[src/rtl/arbiter_pkg.sv]
// Shared types and helpers for the N-way request/grant arbiter.
package arbiter_pkg;

  // Largest supported requester count; sizes the index helper below.
  localparam int MAX_N = 16;

  typedef enum logic {
    IDLE  = 1'b0,
    GRANT = 1'b1
  } state_e;

  // One-hot (or zero) vector to bit index. OR-ing the indices of the set
  // bits is exact for one-hot input and yields 0 for an empty vector.
  function automatic logic [3:0] onehot_to_idx(input logic [MAX_N-1:0] oh);
    logic [3:0] idx;
    idx = '0;
    for (int i = 0; i < MAX_N; i++) begin
      if (oh[i]) idx = idx | 4'(i);
    end
    return idx;
  endfunction

endpackage

[src/rtl/arbiter_n_rr_pick.sv]
// Combinational masked priority picker. Searches the unmasked requests
// upward from a start index (round-robin) or from index 0 (fixed), with
// wrap-around, and returns the first hit as one-hot plus its index.
module rr_pick
  import arbiter_pkg::*;
#(
  parameter int N   = 4,
  parameter int IDW = 2
) (
  input  logic [N-1:0]   req,
  input  logic [N-1:0]   mask,
  input  logic [IDW-1:0] start,
  input  logic           mode,
  output logic [N-1:0]   win_oh,
  output logic [IDW-1:0] win_idx,
  output logic           win_any
);

  // Wrap limit held one bit wider than an index so start+k cannot overflow.
  localparam logic [IDW:0] NW = (IDW+1)'(N);

  logic [N-1:0]     cand;
  logic [MAX_N-1:0] win_ext;

  assign cand    = req & ~mask;
  assign win_any = |cand;

  // Walk N candidate positions from the start point; first request seen wins.
  always_comb begin
    logic [IDW:0] pos;
    logic         found;
    pos    = '0;
    found  = 1'b0;
    win_oh = '0;
    for (int k = 0; k < N; k++) begin
      pos = (mode ? {1'b0, start} : '0) + (IDW+1)'(k);
      if (pos >= NW) pos = pos - NW;
      if (!found && cand[pos[IDW-1:0]]) begin
        win_oh[pos[IDW-1:0]] = 1'b1;
        found                = 1'b1;
      end
    end
  end

  assign win_ext = MAX_N'(win_oh);
  assign win_idx = IDW'(onehot_to_idx(win_ext));

endmodule

[src/rtl/arbiter_n.sv]
// N-way synchronous request/grant arbiter with run-time fixed/round-robin
// priority and a hold limit that forces handover when others are waiting.
// Outputs are registered; one cycle from req to gnt, zero-bubble handover.
module arbiter_n
  import arbiter_pkg::*;
#(
  parameter  int N        = 4,
  parameter  int HOLD_MAX = 8,
  localparam int IDW      = (N > 1) ? $clog2(N) : 1
) (
  input  logic           clock,
  input  logic           reset,
  input  logic [N-1:0]   req,
  input  logic           mode,
  output logic [N-1:0]   gnt,
  output logic           gnt_valid,
  output logic [IDW-1:0] gnt_id
);

  // Counter only needs to reach HOLD_MAX-1; keep at least one bit when unlimited.
  localparam int             HCW      = (HOLD_MAX > 0) ? $clog2(HOLD_MAX + 1) : 1;
  localparam logic [IDW-1:0] LAST_IDX = IDW'(N - 1);

  state_e         state;
  logic [IDW-1:0] last_owner;
  logic [IDW-1:0] rr_start;
  logic [HCW-1:0] hold_cnt;

  logic [N-1:0]   win_oh;
  logic [IDW-1:0] win_idx;
  logic           win_any;
  logic           owner_req;
  logic           hold_ok;

  // Round-robin search begins just past the most recent owner, wrapping at N.
  assign rr_start  = (last_owner == LAST_IDX) ? '0 : last_owner + IDW'(1);

  // gnt_id doubles as the owner register while a grant is active.
  assign owner_req = req[gnt_id];

  // The owner may keep the grant while under the hold limit (or unlimited).
  assign hold_ok   = (HOLD_MAX == 0) || (int'(hold_cnt) < HOLD_MAX - 1);

  // Masking with the current grant excludes the owner during GRANT and is a
  // no-op in IDLE, where gnt is zero, so one picker serves every arbitration.
  rr_pick #(
    .N   (N),
    .IDW (IDW)
  ) u_pick (
    .req     (req),
    .mask    (gnt),
    .start   (rr_start),
    .mode    (mode),
    .win_oh  (win_oh),
    .win_idx (win_idx),
    .win_any (win_any)
  );

  // Grant FSM: owner, last owner, hold counter and registered outputs.
  always_ff @(posedge clock) begin
    if (reset) begin
      state      <= IDLE;
      gnt        <= '0;
      gnt_valid  <= 1'b0;
      gnt_id     <= '0;
      hold_cnt   <= '0;
      last_owner <= LAST_IDX;
    end else begin
      case (state)
        IDLE: begin
          if (win_any) begin
            state      <= GRANT;
            gnt        <= win_oh;
            gnt_valid  <= 1'b1;
            gnt_id     <= win_idx;
            last_owner <= win_idx;
            hold_cnt   <= '0;
          end
        end
        GRANT: begin
          if (owner_req && hold_ok) begin
            // Unlimited mode never counts, so the counter cannot wrap.
            if (HOLD_MAX != 0) hold_cnt <= hold_cnt + HCW'(1);
          end else if (win_any) begin
            // Owner released or hit its limit with others waiting: hand over
            // on this edge with no idle cycle between owners.
            gnt        <= win_oh;
            gnt_id     <= win_idx;
            last_owner <= win_idx;
            hold_cnt   <= '0;
          end else if (owner_req) begin
            // Limit reached but nobody else wants it: restart the window.
            hold_cnt <= '0;
          end else begin
            // gnt_id keeps the last owner while idle.
            state     <= IDLE;
            gnt       <= '0;
            gnt_valid <= 1'b0;
            hold_cnt  <= '0;
          end
        end
        default: state <= IDLE;
      endcase
    end
  end

endmodule

[config.mk]
export PLATFORM = sky130hd
export DESIGN_NAME = arbiter_n
export DESIGN_NICKNAME = d
export VERILOG_FILES = /design/src/rtl/arbiter_pkg.sv /design/src/rtl/arbiter_n_rr_pick.sv /design/src/rtl/arbiter_n.sv
export SDC_FILE = /design/constraint.sdc
export NUM_CORES = 1
export LEC_CHECK = 0
export CAP_MARGIN = 40
export CORE_MARGIN = 1.5
export CORE_UTILIZATION = 45
export DETAILED_ROUTE_END_ITERATION = 8
export GPL_TIMING_DRIVEN = 0
export PLACE_DENSITY = 0.67
export SETUP_SLACK_MARGIN = 0.15
export SYNTH_ARGS = -nofsm -noshare
export SYNTH_HDL_FRONTEND = slang
export SYNTH_HIERARCHICAL = 1
export SYNTH_SLANG_ARGS = --single-unit
[constraint.sdc]
create_clock -name clock -period 7.7 [get_ports clock]
set_clock_uncertainty 0.15 [all_clocks]
set_input_delay 1.155 -clock clock [delete_from_list [all_inputs] [get_ports clock]]
set_output_delay 1.155 -clock clock [all_outputs]
set_load 0.05 [all_outputs]
## Yosys cells after proc, flatten, opt, wreduce, memory -nomap -nowiden

Index checks and enable logic that the tools add are counted.

| storage, ports and cells | value |
|---|---|
| word-level logic and storage cells | 113 |
| bits of input ports | 7 |
| output and inout port bits | 7 |
| register bits | 14 |

| operators by class | value |
|---|---|
| add/subtract/negate cells | 9 |
| equality and inequality tests | 6 |
| mux-type cells | 58 |
| reduce and logical (&&, ||, !) cells | 14 |
| $lt $le $gt $ge | 14 |
| bitwise logic cells | 6 |

Operators with widths:

| kind | count |
|---|---|
| $mux W4 | 10 |
| $mux W2 | 12 |
| $mux W1 | 21 |
| $pmux W4 S2 | 2 |
| $lt A2 B3 Y1 const B | 5 |
| $ge A3 B3 Y1 const B | 4 |
| $or A4 B4 Y4 | 3 |
| $bmux W1 S2 | 5 |
| $demux W1 S2 | 4 |
| $ge A2 B1 Y1 const B | 4 |
| $logic_and A1 B1 Y1 | 8 |
| $pmux W2 S2 | 2 |
| $sub A2 B1 Y2 const B | 4 |
| $add A2 B2 Y3 const B | 2 |
| $ne A2 B2 Y1 const B | 3 |
| $add A4 B1 Y4 const B | 1 |
| $and A4 B4 Y4 | 1 |
| $lt A4 B3 Y1 const B | 1 |
| $not A4 Y4 | 1 |
| $pmux W1 S2 | 2 |
| $reduce_and A4 Y1 | 1 |
| $reduce_or A4 Y1 | 1 |
| $add A2 B1 Y3 const B | 1 |
| $logic_not A1 Y1 | 3 |
| 6 further kinds | 6 |

## Depth between registers and ports, before layout

Gate-level depths: netlist of run 1.

| depth | value |
|---|---|
| depth in word-level cells | 23 |
| mapped depth | 12 |

## Modules after synthesis

The synthesis of run 1 kept the hierarchy.

Modules (own cells, without submodules):

| module | area an instance (um^2) | cells an instance | instances |
|---|---|---|---|
| arbiter_n | 621.8 | 66 | 1 |
| rr_pick | 459.2 | 62 | 1 |

## Worst setup path after synthesis of run 1

OpenSTA, ideal clock, no wires.

| timing | value |
|---|---|
| path kind | input to register |
| start point | input port mode |
| end point | register gnt_id[1] |
| stages on the path | 9 |
| setup slack | 4.617 ns |
| path buffers | 1 |
| required time | 7.483 ns |
| arrival | 2.866 ns |
| path through | and2_4 buf_6 ha_1 mux4_2 a311oi_4 a21oi_2 o211ai_2 nand2b_4 a21oi_2 |

| between the ends | value |
|---|---|
| cells in the longest elaborated chain, start to end | 20 |
| elaborated cells on any way between the ends | 65 |

Ends and longest elaborated chain:

| item | line | RTL |
|---|---|---|
| start, declared | arbiter_n.sv:14 | `input logic mode,` |
| $mux W2 * | arbiter_n_rr_pick.sv:36 | `pos = (mode ? {1'b0, start} : '0) + (IDW+1)'(k);` |
| parallel branches: the longest is 13 deep, another holds $add A2 B1 Y3 | -- |  |
| $mux W4 * | arbiter_n_rr_pick.sv:38 | `if (!found && cand[pos[IDW-1:0]]) begin` |
| $mux W2 | arbiter_pkg.sv:18 | `if (oh[i]) idx = idx \| 4'(i);` |
| $mux W2 * | arbiter_pkg.sv:18 |  |
| net win_idx[1] | arbiter_n.sv:30 | `logic [IDW-1:0] win_idx;` |
| $mux W2 * | arbiter_n.sv:71, arbiter_n.sv:84 |  |
| $mux W2 | arbiter_n.sv:81 | `if (owner_req && hold_ok) begin` |
| $pmux W2 S2 * | arbiter_n.sv:69 | `case (state)` |
| end signal, assigned | arbiter_n.sv:75 | `gnt_id <= win_idx;` |
| end signal, assigned | arbiter_n.sv:88 | `gnt_id <= win_idx;` |
| end, declared | arbiter_n.sv:17 | `output logic [IDW-1:0] gnt_id` |

Mark *: on every way through the listed nets, which the timed path passes. The select of a mux whose other input is x is not followed.
A chain may end at the register's enable or synchronous reset.

## Worst setup path in the final report of run 1

Ends and elaborated chain as after synthesis.

==> results.md, run 1 <==
* Worst setup SP type: primary input
* Cts bufs inserted at 3
* Summed negative setup slack over all endpoints at 0 ps
* Post-route insts no fill at 172
* Worst Path Max Fanout at 9
* Post-route minimum period at 3440 ps
* Reg2reg path depth at 12
* Number of hold violations in the final report at 0
* Fill cell total of the finished layout at 228
* Pre-CTS setup slack at roughly 4000 ps
* Pin count of the biggest net entering global routing at 11
* Post-layout nets at 161
* Final weighted congestion in routability-driven placement at 0.917
* Overall overflow remaining after global route at 0
* Crit Path Category: in -> reg
* Wirelength per Cell at 13.6 um
* Endpoint type of the worst setup path: flip-flop
* Crit-path max cell delay at 520 ps
* Number of buffers inserted for hold repair after clock tree synthesis at 0
* Global-route total usage across every layer at 19.9%
* Number of nets produced by synthesis at around 140
* Max-slew headroom at 59.4%
* Number of antenna violations at the first check in global routing at 0
* Area share of the largest cell type after synthesis at between 20% and 30%
* Area taken by multi-input logic gates at between 700 and 800 um2
* Placement Cell Area at 1250 um2
* Biggest area consumer among synthesized cells: dfxtp_1
* Arrival time at the worst endpoint at 3450 ps
* Top-count cell post-synth: nand2_1
* Longest Clk Path Bufs at 2
* Post-synth EDFFs at 0
* Number of placement rows at 17
* Fraction of the yosys area taken by sequential cells at 25.9%
* Average cell area after synthesis at 8.45 um2
* RSZ-0062 raised after global routing: no
* Slowest CP cell: nor3_1
* Count of max-cap constraint violations at 0
* Hold path cells at 2
* Leading post-synthesis cells by cell area: dfxtp_1 (26%), ha_1 (9.3%), nand2_1 (6.6%)
* Synth-to-layout area growth at 17.4%
* Clock root cell: clkbuf_4
* Total inserted antenna cells at 0
* Initial core utilization at 48.4%
* Die Y-Extent at around 52 um
* Layout Cell Area excl Fill at roughly 1300 um2
* Period utilisation layout at 44.7%
* Number of buffers added on ports at 13
* Post-synthesis instance area at around 1100 um2
* Critical Path RT at 7700 ps
* Fraction of synthesis flops using an asynchronous set or reset pin at 0%
* Sequential cell area in the final layout at 280 um2
* Number of cells produced by synthesis at 128
* Final number of setup-violating endpoints at 0
* Setup WS post-layout at 4260 ps
* Layout cells sized above 1 at 12.5%
* Most frequent cells after synthesis: nand2_1 (19), dfxtp_1 (14), nand2b_1 (10), a21oi_1 (9), ha_1 (8)
* TritonCTS clock tree: yes
* Outcome: completed
* Wirelength, routed at 2330 um
* I/O Pins at 14
* Least-Margin Pin Slew at just over 600 ps
* Number of remaining DRC errors at 0
* Number of iterations in the first detailed-routing pass at 4
* Critical Path, Cell by Cell: clkdlybuf4s50_1, and2_4, buf_6, ha_1, nand3_1, a21oi_1, nor3_1, o221a_2, o211ai_2, nand2b_4, a21oi_2
* Leak at 0.000512 uW
* Htree depth at 1
* Insertion delay of the later-clocked pin in the worst-skew pair at 280 ps
* Count of state elements after synthesis at 14
* Number of max-slew violations in the final report at 0
* Die Area at 2710 um2
* Kind of path behind the tightest hold check: reg -> reg
* Dpl cells at ~170
* Number of gates resized after CTS at 0
* Overall via count from detail_route at 985
* Main flop type after synthesis: dfxtp_1
* Vias in the first global route at 959
* Power density over the cells at about 340 nW/um2
* Detailed-route vias per instance at 5.73
* Sum of net half-perimeters after detailed placement at approximately 1800 um
* Antenna viol nets, final at 0
* Clock transition at the registers of the reported paths at 80 ps
* Global-route wire length before repair at 4000 um
* Highest ir drop seen on vdd at 0.234 mV
* Maximum clock frequency at 290 MHz
* Core region area at between 2000 and 2500 um2
* Post-CTS Setup Inserts at 0
* Violation count after the first detailed-routing iteration at 31
* Cell variety after synth at 34
* Number of synthesis warnings at 6
* Die X at 52.0 um
* Total number of clock tree sinks at 14
[cells in the final DEF, fill, tap and decap left out, types with 2 or more instances in the layout]
master           instances
nor3_1                   3
mux4_2                   3
nand2_1                 19
a21oi_2                  2
clkbuf_4                 3
mux2i_1                  6
nor4_1                   2
a22oi_1                  2
nand4_1                  2
nand3_1                  7
ha_1                     8
nand2b_1                10
nor2b_1                  7
o21ai_0                  3
inv_1                    7
a21oi_1                  9
clkdlybuf4s50_1         13
dfxtp_1                 14
nor2_1                   7
[critical path, delay by kind of cell]
family | cells | cell delay, ps
AOI/OAI and AO/OA | 4 | 540
adders and majority gates | 1 | 350
buffers and inverters | 2 | 550
and+or+nand+nor | 4 | 850
[registers in the layout, indices dropped and copies added, names as in the netlist]
signal	flops
gnt	4
gnt_id	2
hold_cnt	4
last_owner	2
gnt_valid	1
state	1
[area by class of cell]
type / instances / share of cell area (%)
flip-flops and latches: 14 / 22.1
inverters: 8 / 2.37
plain buffers: 2 / 1.18
well taps: 28 / 2.76
multi-input cells: 104 / 59.6
repair buffers: 13 / 10.3
clock buffers: 3 / 1.78
[metrics by stage]
step                      power [uW]  hold WS, ps  utilization (%)
final                            425          312             56.8
after global routing             455          349             56.8
after CTS                        426          312             56.8
after detailed placement         385          299             55.8
after global placement           377          291             55.8
after floorplan                  321          282                -
[worst paths after layout]
kind,slack [ps],start,endpoint
setup / recovery,4260,mode,gnt_id[1]
hold / removal,310,hold_cnt[3],hold_cnt[3]
setup reg to reg,4990,last_owner[0],gnt_id[1]
hold reg to reg,310,hold_cnt[3],hold_cnt[3]
[where the power goes]
| part | switching (uW) | internal (uW) | total [uW] |
|---|---|---|---|
| clock network | 22.3 | 18.2 | 40.5 |
| registers | 16.7 | 90.1 | 107 |
| logic | 167 | 111 | 278 |
[metal layers]
layer  part of all wire, %  global-route usage [%]
met2                    44                    32.3
met4                   1.3                    7.02
met1                    49                    25.1
met3                   5.1                    5.46
met5                     0                       0
[logic make-up (layout without fill, tap and decap cells)]
logic type,count (synthesis),count (layout),share of synthesized area [%]
AND/OR/NAND/NOR,61,61,29.2
AO/OA/AOI/OAI,26,26,19.7
flip-flops,14,14,25.9
buffers and inverters,10,26,4.17
multiplexers,9,9,11.8
adder cells (fa/ha/maj),8,8,9.26
Note: power is estimated with default switching activity, not from simulation.
==> run 2: changes to the inputs <==
--- a/config.mk
+++ b/config.mk
@@ -10,7 +10,7 @@
 export CORE_UTILIZATION = 45
 export DETAILED_ROUTE_END_ITERATION = 8
 export GPL_TIMING_DRIVEN = 0
-export PLACE_DENSITY = 0.67
+export PLACE_DENSITY = 0.7
 export SETUP_SLACK_MARGIN = 0.15
 export SYNTH_ARGS = -nofsm -noshare
 export SYNTH_HDL_FRONTEND = slang
==> constraint.sdc (replaced) <==
create_clock -name clock -period 2.9 [get_ports clock]
set_clock_uncertainty 0.15 [all_clocks]
set_input_delay 0.435 -clock clock [delete_from_list [all_inputs] [get_ports clock]]
set_output_delay 0.435 -clock clock [all_outputs]
set_load 0.05 [all_outputs]
==> results.md, run 2 (synthesis gave the netlist of run 1 again) <==
* Final weighted congestion in routability-driven placement at 0.769
* Crit. Startpoint: mode
* Total internal power at 650 uW
* Core region area at 2230 um2
* Most common library cell in the layout ignoring fill and taps: nand2_1
* Maximum clock frequency at roughly 370 MHz
* Sequential fraction of design power at 23.0%
* Worst Path Max Fanout at 9
* Die Y-Extent at 52.0 um
* Max-slew headroom at 66.6%
* Number of hold violations in the final report at 0
* Highest ir drop seen on vdd at 0.670 mV
* Pre-CTS setup slack at -152 ps
* Dpl cells at 169
* Pin count of the biggest net entering global routing at 11
* Post-layout nets at 163
* Synth-to-layout area growth at 22.5%
* Total number of clock tree sinks at 14
* Vias in the first global route at 943
* Insertion delay of the later-clocked pin in the worst-skew pair at 290 ps
* Share of power burned in the clock network at 11.7%
* Detailed-route vias per instance at 5.71
* Number of placement rows at 17
* Setup WS post-layout at between 200 and 250 ps
* Post-layout total power at about 1200 uW
* Antenna viol nets, final at 0
* Die X at 52.0 um
* Placement Cell Area at 1250 um2
* Final number of setup-violating endpoints at 0
* Post-route insts no fill at 175
* Hold Crit Start: hold_cnt[3]
* Wirelength per Cell at 14.0 um
* Worst setup SP type: primary input
* TritonCTS clock tree: yes
* Commonest cells after routing, fill and taps aside: nand2_1 (18), dfxtp_1 (14), clkdlybuf4s50_1 (13), nand2b_1 (10), a21oi_1 (9)
* Post-route minimum period at 2680 ps
* RSZ-0062 raised after global routing: no
* Arrival time at the worst endpoint at 2760 ps
* Top flop regs: gnt (4), hold_cnt (4)
* Clock root cell: clkbuf_4
* Overall via count from detail_route at 1000
* Period utilisation layout at around 93%
* Least-Margin Pin Slew at about 500 ps
* Total inserted antenna cells at 0
* Kind of path behind the tightest hold check: reg -> reg
* Sum of net half-perimeters after detailed placement at 1830 um
* Area taken by multi-input logic gates at 782 um2
* Fill cell total of the finished layout at between 200 and 250
* Htree depth at 1
* Overall overflow remaining after global route at 0
* Longest Clk Path Bufs at 2
* Layout cells sized above 1 at 17.0%
* Reg-to-reg critical path endpoint: gnt_id[1]
* Cts bufs inserted at 3
* Initial core utilization at slightly below 50%
* Endpoint type of the worst setup path: flip-flop
* Wirelength, routed at 2450 um
* Number of remaining DRC errors at 0
* Global-route total usage across every layer at between 15 and 20%
* I/O Pins at 14
* Outcome: completed
* Violation count after the first detailed-routing iteration at 27
* Fraction of power spent switching nets at 47.1%
* Reg2reg path depth at 12
* Layout Cell Area excl Fill at ~1300 um2
* Hold path cells at 2
* Gate power share at approximately 65%
* Number of iterations in the first detailed-routing pass at 4
* Number of max-slew violations in the final report at 0
* Count of max-cap constraint violations at 0
* Power density over the cells at 928 nW/um2
* Crit Path Category: in -> reg
* Die Area at 2710 um2
* Number of antenna violations at the first check in global routing at 0
* Global-route wire length before repair at 4030 um
* Number of buffers added on ports at 13
* Startpoint of the most critical register-to-register path: last_owner[0]
* Sequential cell area in the final layout at 280 um2
* Reg-to-reg slack, setup at 250 ps
* Summed negative setup slack over all endpoints at 0 ps
* Leak at 0.000535 uW
* WHS Endpoint: hold_cnt[3]
* P_sw at 578 uW
* Clock transition at the registers of the reported paths at 90 ps
* Critical Path RT at 2980 ps
-- run 2: metrics by stage --
stage | hold WS [ps] | utilization [%]
after floorplan | 282 | -
after global routing | 340 | 59.3
final | 318 | 59.3
after global placement | 298 | 55.8
after detailed placement | 310 | 55.8
after CTS | 322 | 57.4
-- run 2: area by class of cell --
class,instances,area share [%]
flip-flops and latches,14,21.2
multi-input cells,104,59.1
plain buffers,2,1.13
well taps,28,2.65
inverters,8,2.27
clock buffers,4,2.74
repair buffers,15,11.0
-- run 2: worst max-delay path by stage --
stage	end	slack [ps]	cells after the start
final	gnt_id[1]	220	11
after global routing	gnt_id[0]	130	10
after CTS	gnt_id[1]	170	11
after detailed placement	gnt_id[1]	-150	11
after global placement	gnt[0]	-80	10
after floorplan	gnt_id[1]	440	11
-- run 2: metal layers --
metal	share of wire (%)	wire length, um	vias up	GRT usage, %
met1	43	1060	467	25.6
li1	-	-	496	-
met2	50	1230	32	33.1
met3	4.7	115	5	2.01
met4	1.8	44	0	8.77
met5	0	0	-	0
-- run 2: timing repair --
action	4_1_cts	5_1_grt
setup buffers	0	2
resized for setup	0	4
hold buffers	0	0
endpoints found under the setup margin	0	7
-- run 2: power by group through the flow --
stage	clock [uW]	combinational (uW)	sequential, uW
after floorplan	0	479	373
after global placement	0	725	282
after detailed placement	0	736	285
after CTS	150	739	281
after global routing	154	876	287
final	144	802	282
-- run 2: critical path, cell delays in order --
cell and delay, ps:
clkdlybuf4s50_1 440, and2_4 150, buf_6 140, ha_4 280, mux4_2 340, a311oi_4 320
buf_4 190, a21oi_2 60, o211ai_2 220, nand2b_4 80, a21oi_2 100
==> run 3: changes to the inputs <==
--- a/config.mk
+++ b/config.mk
@@ -6,7 +6,7 @@
 export NUM_CORES = 1
 export LEC_CHECK = 0
 export CAP_MARGIN = 40
-export CORE_MARGIN = 1.5
+export CORE_MARGIN = 5
 export CORE_UTILIZATION = 45
 export DETAILED_ROUTE_END_ITERATION = 8
 export GPL_TIMING_DRIVEN = 0
==> results.md, run 3 (synthesis gave the netlist of run 1 again) <==
* Highest ir drop seen on vdd at around 0.63 mV
* Post-layout nets at 163
* I/O Pins at 14
* Maximum clock frequency at 379 MHz
* Final design utilization at between 50% and 60%
* Number of buffers added on ports at 13
* Post-route insts no fill at 175
* Die X at 59.0 um
* Final number of setup-violating endpoints at 0
* Top flop regs: gnt (4), hold_cnt (4)
* Overall overflow remaining after global route at 0
* Global-route total usage across every layer at ~17%
* Worst setup SP type: primary input
* Htree depth at 1
* Total number of clock tree sinks at 14
* Overall via count from detail_route at 981
* Number of hold violations in the final report at 0
* Max-slew headroom at 66.0%
* Fill cell total of the finished layout at 213
* Sequential cell area in the final layout at between 200 and 300 um2
* Endpoint type of the worst setup path: flip-flop
* Antenna viol nets, final at 0
* Leak at 0.000533 uW
* Die Y-Extent at 59.0 um
* Post-layout total power at 1240 uW
* Number of antenna violations at the first check in global routing at 0
* Layout cells sized above 1 at 17.7%
* Arrival time at the worst endpoint at ~2700 ps
* Total inserted antenna cells at 0
* Initial core utilization at approximately 48%
* Area taken by multi-input logic gates at 778 um2
* Clock root cell: clkbuf_4
* Dpl cells at between 150 and 200
* Commonest cells after routing, fill and taps aside: nand2_1 (18), dfxtp_1 (13), clkdlybuf4s50_1 (13), nand2b_1 (10), a21oi_1 (9)
* Core region area at ~2300 um2
* Count of max-cap constraint violations at 0
* Startpoint of the most critical register-to-register path: last_owner[0]
* Number of remaining DRC errors at 0
* Sum of net half-perimeters after detailed placement at just under 2000 um
* Insertion delay of the later-clocked pin in the worst-skew pair at between 200 and 300 ps
* Worst Path Max Fanout at 9
* Longest Clk Path Bufs at 2
* Number of iterations in the first detailed-routing pass at 4
* Pre-CTS setup slack at -175 ps
* Setup crit end: gnt_id[1]
* Number of max-slew violations in the final report at 0
* Detailed-route vias per instance at 5.61
* Wirelength, routed at 2580 um
* Clock transition at the registers of the reported paths at 80 ps
* Number of buffers inserted for hold repair after clock tree synthesis at 0
* RSZ-0062 raised after global routing: no
* Crit Path Category: in -> reg
* Critical Path RT at 2980 ps
* Number of placement rows at 17
* Reg-to-reg critical path endpoint: gnt_id[1]
* Violation count after the first detailed-routing iteration at 31
* Outcome: completed
* Synth-to-layout area growth at 22.6%
* Least-Margin Pin Slew at 509 ps
* Vias in the first global route at approximately 990
* Most common library cell in the layout ignoring fill and taps: nand2_1
* Die Area at roughly 3500 um2
* Period utilisation layout at 91.0%
* Pin count of the biggest net entering global routing at 11
* Kind of path behind the tightest hold check: reg -> reg
* Cts bufs inserted at 3
* Crit. Startpoint: mode
* Reg2reg path depth at 12
* Setup WS post-layout at 261 ps
* Wirelength per Cell at 14.7 um
* Post-route minimum period at 2640 ps
* Power density over the cells at roughly 930 nW/um2
* Global-route wire length before repair at ~4500 um
* Final weighted congestion in routability-driven placement at 0.838
* Reg-to-reg slack, setup at 320 ps
* TritonCTS clock tree: yes
* Summed negative setup slack over all endpoints at 0 ps
run 3: where the power goes:
group	leakage [uW]	internal (uW)	switching (uW)
clock network	0.0000210	76.6	67.8
logic	0.000397	338	476
registers	0.000115	241	40.2
run 3: per-stage QoR:
| step | area (um2) | hold WS (ps) |
|---|---|---|
| 5_1_grt | 1330 | 362 |
| 6_report | 1330 | 309 |
| 2_1_floorplan | 1080 | 282 |
| 4_1_cts | 1290 | 311 |
| 3_3_place_gp | 1250 | 294 |
| 3_5_place_dp | 1250 | 299 |
run 3: cell type report:
type,instances,area share (%)
clock buffers,4,2.74
repair buffers,15,11.2
inverters,8,2.27
well taps,28,2.64
flip-flops and latches,14,21.2
multi-input cells,104,58.7
plain buffers,2,1.13
run 3: timing repair:
item | in CTS | in global routing
hold endpoints to repair | 0 | 0
pin swaps | 0 | 1
setup endpoints to repair | 2 | 7
buffers inserted | 0 | 2
resized for setup | 1 | 5
run 3: layer usage:
| metal | wire [um] | GRT usage, % | vias to the layer above |
|---|---|---|---|
| li1 | - | - | 500 |
| met3 | 109 | 2.40 | 5 |
| met4 | 51 | 7.77 | 0 |
| met2 | 1180 | 26.5 | 28 |
| met5 | 0 | 0 | - |
| met1 | 1240 | 21.9 | 448 |
run 3: how the worst min path moves through the flow:
stage,from,endpoint,slack [ps],cells after the start
after global placement,hold_cnt[3],hold_cnt[3],290,2
after detailed placement,hold_cnt[3],hold_cnt[3],300,2
after CTS,hold_cnt[3],hold_cnt[3],310,2
after global routing,hold_cnt[3],hold_cnt[3],360,2
after floorplan,hold_cnt[3],hold_cnt[3],280,2
final,hold_cnt[3],hold_cnt[3],310,2
run 3: critical path, stage by stage:
cell and delay [ps]:
clkdlybuf4s50_1 440, and2_4 150, buf_6 140, ha_4 280, mux4_2 340, a311oi_4 290
buf_6 160, a21oi_2 60, o211ai_2 220, nand2b_4 70, a21oi_2 110
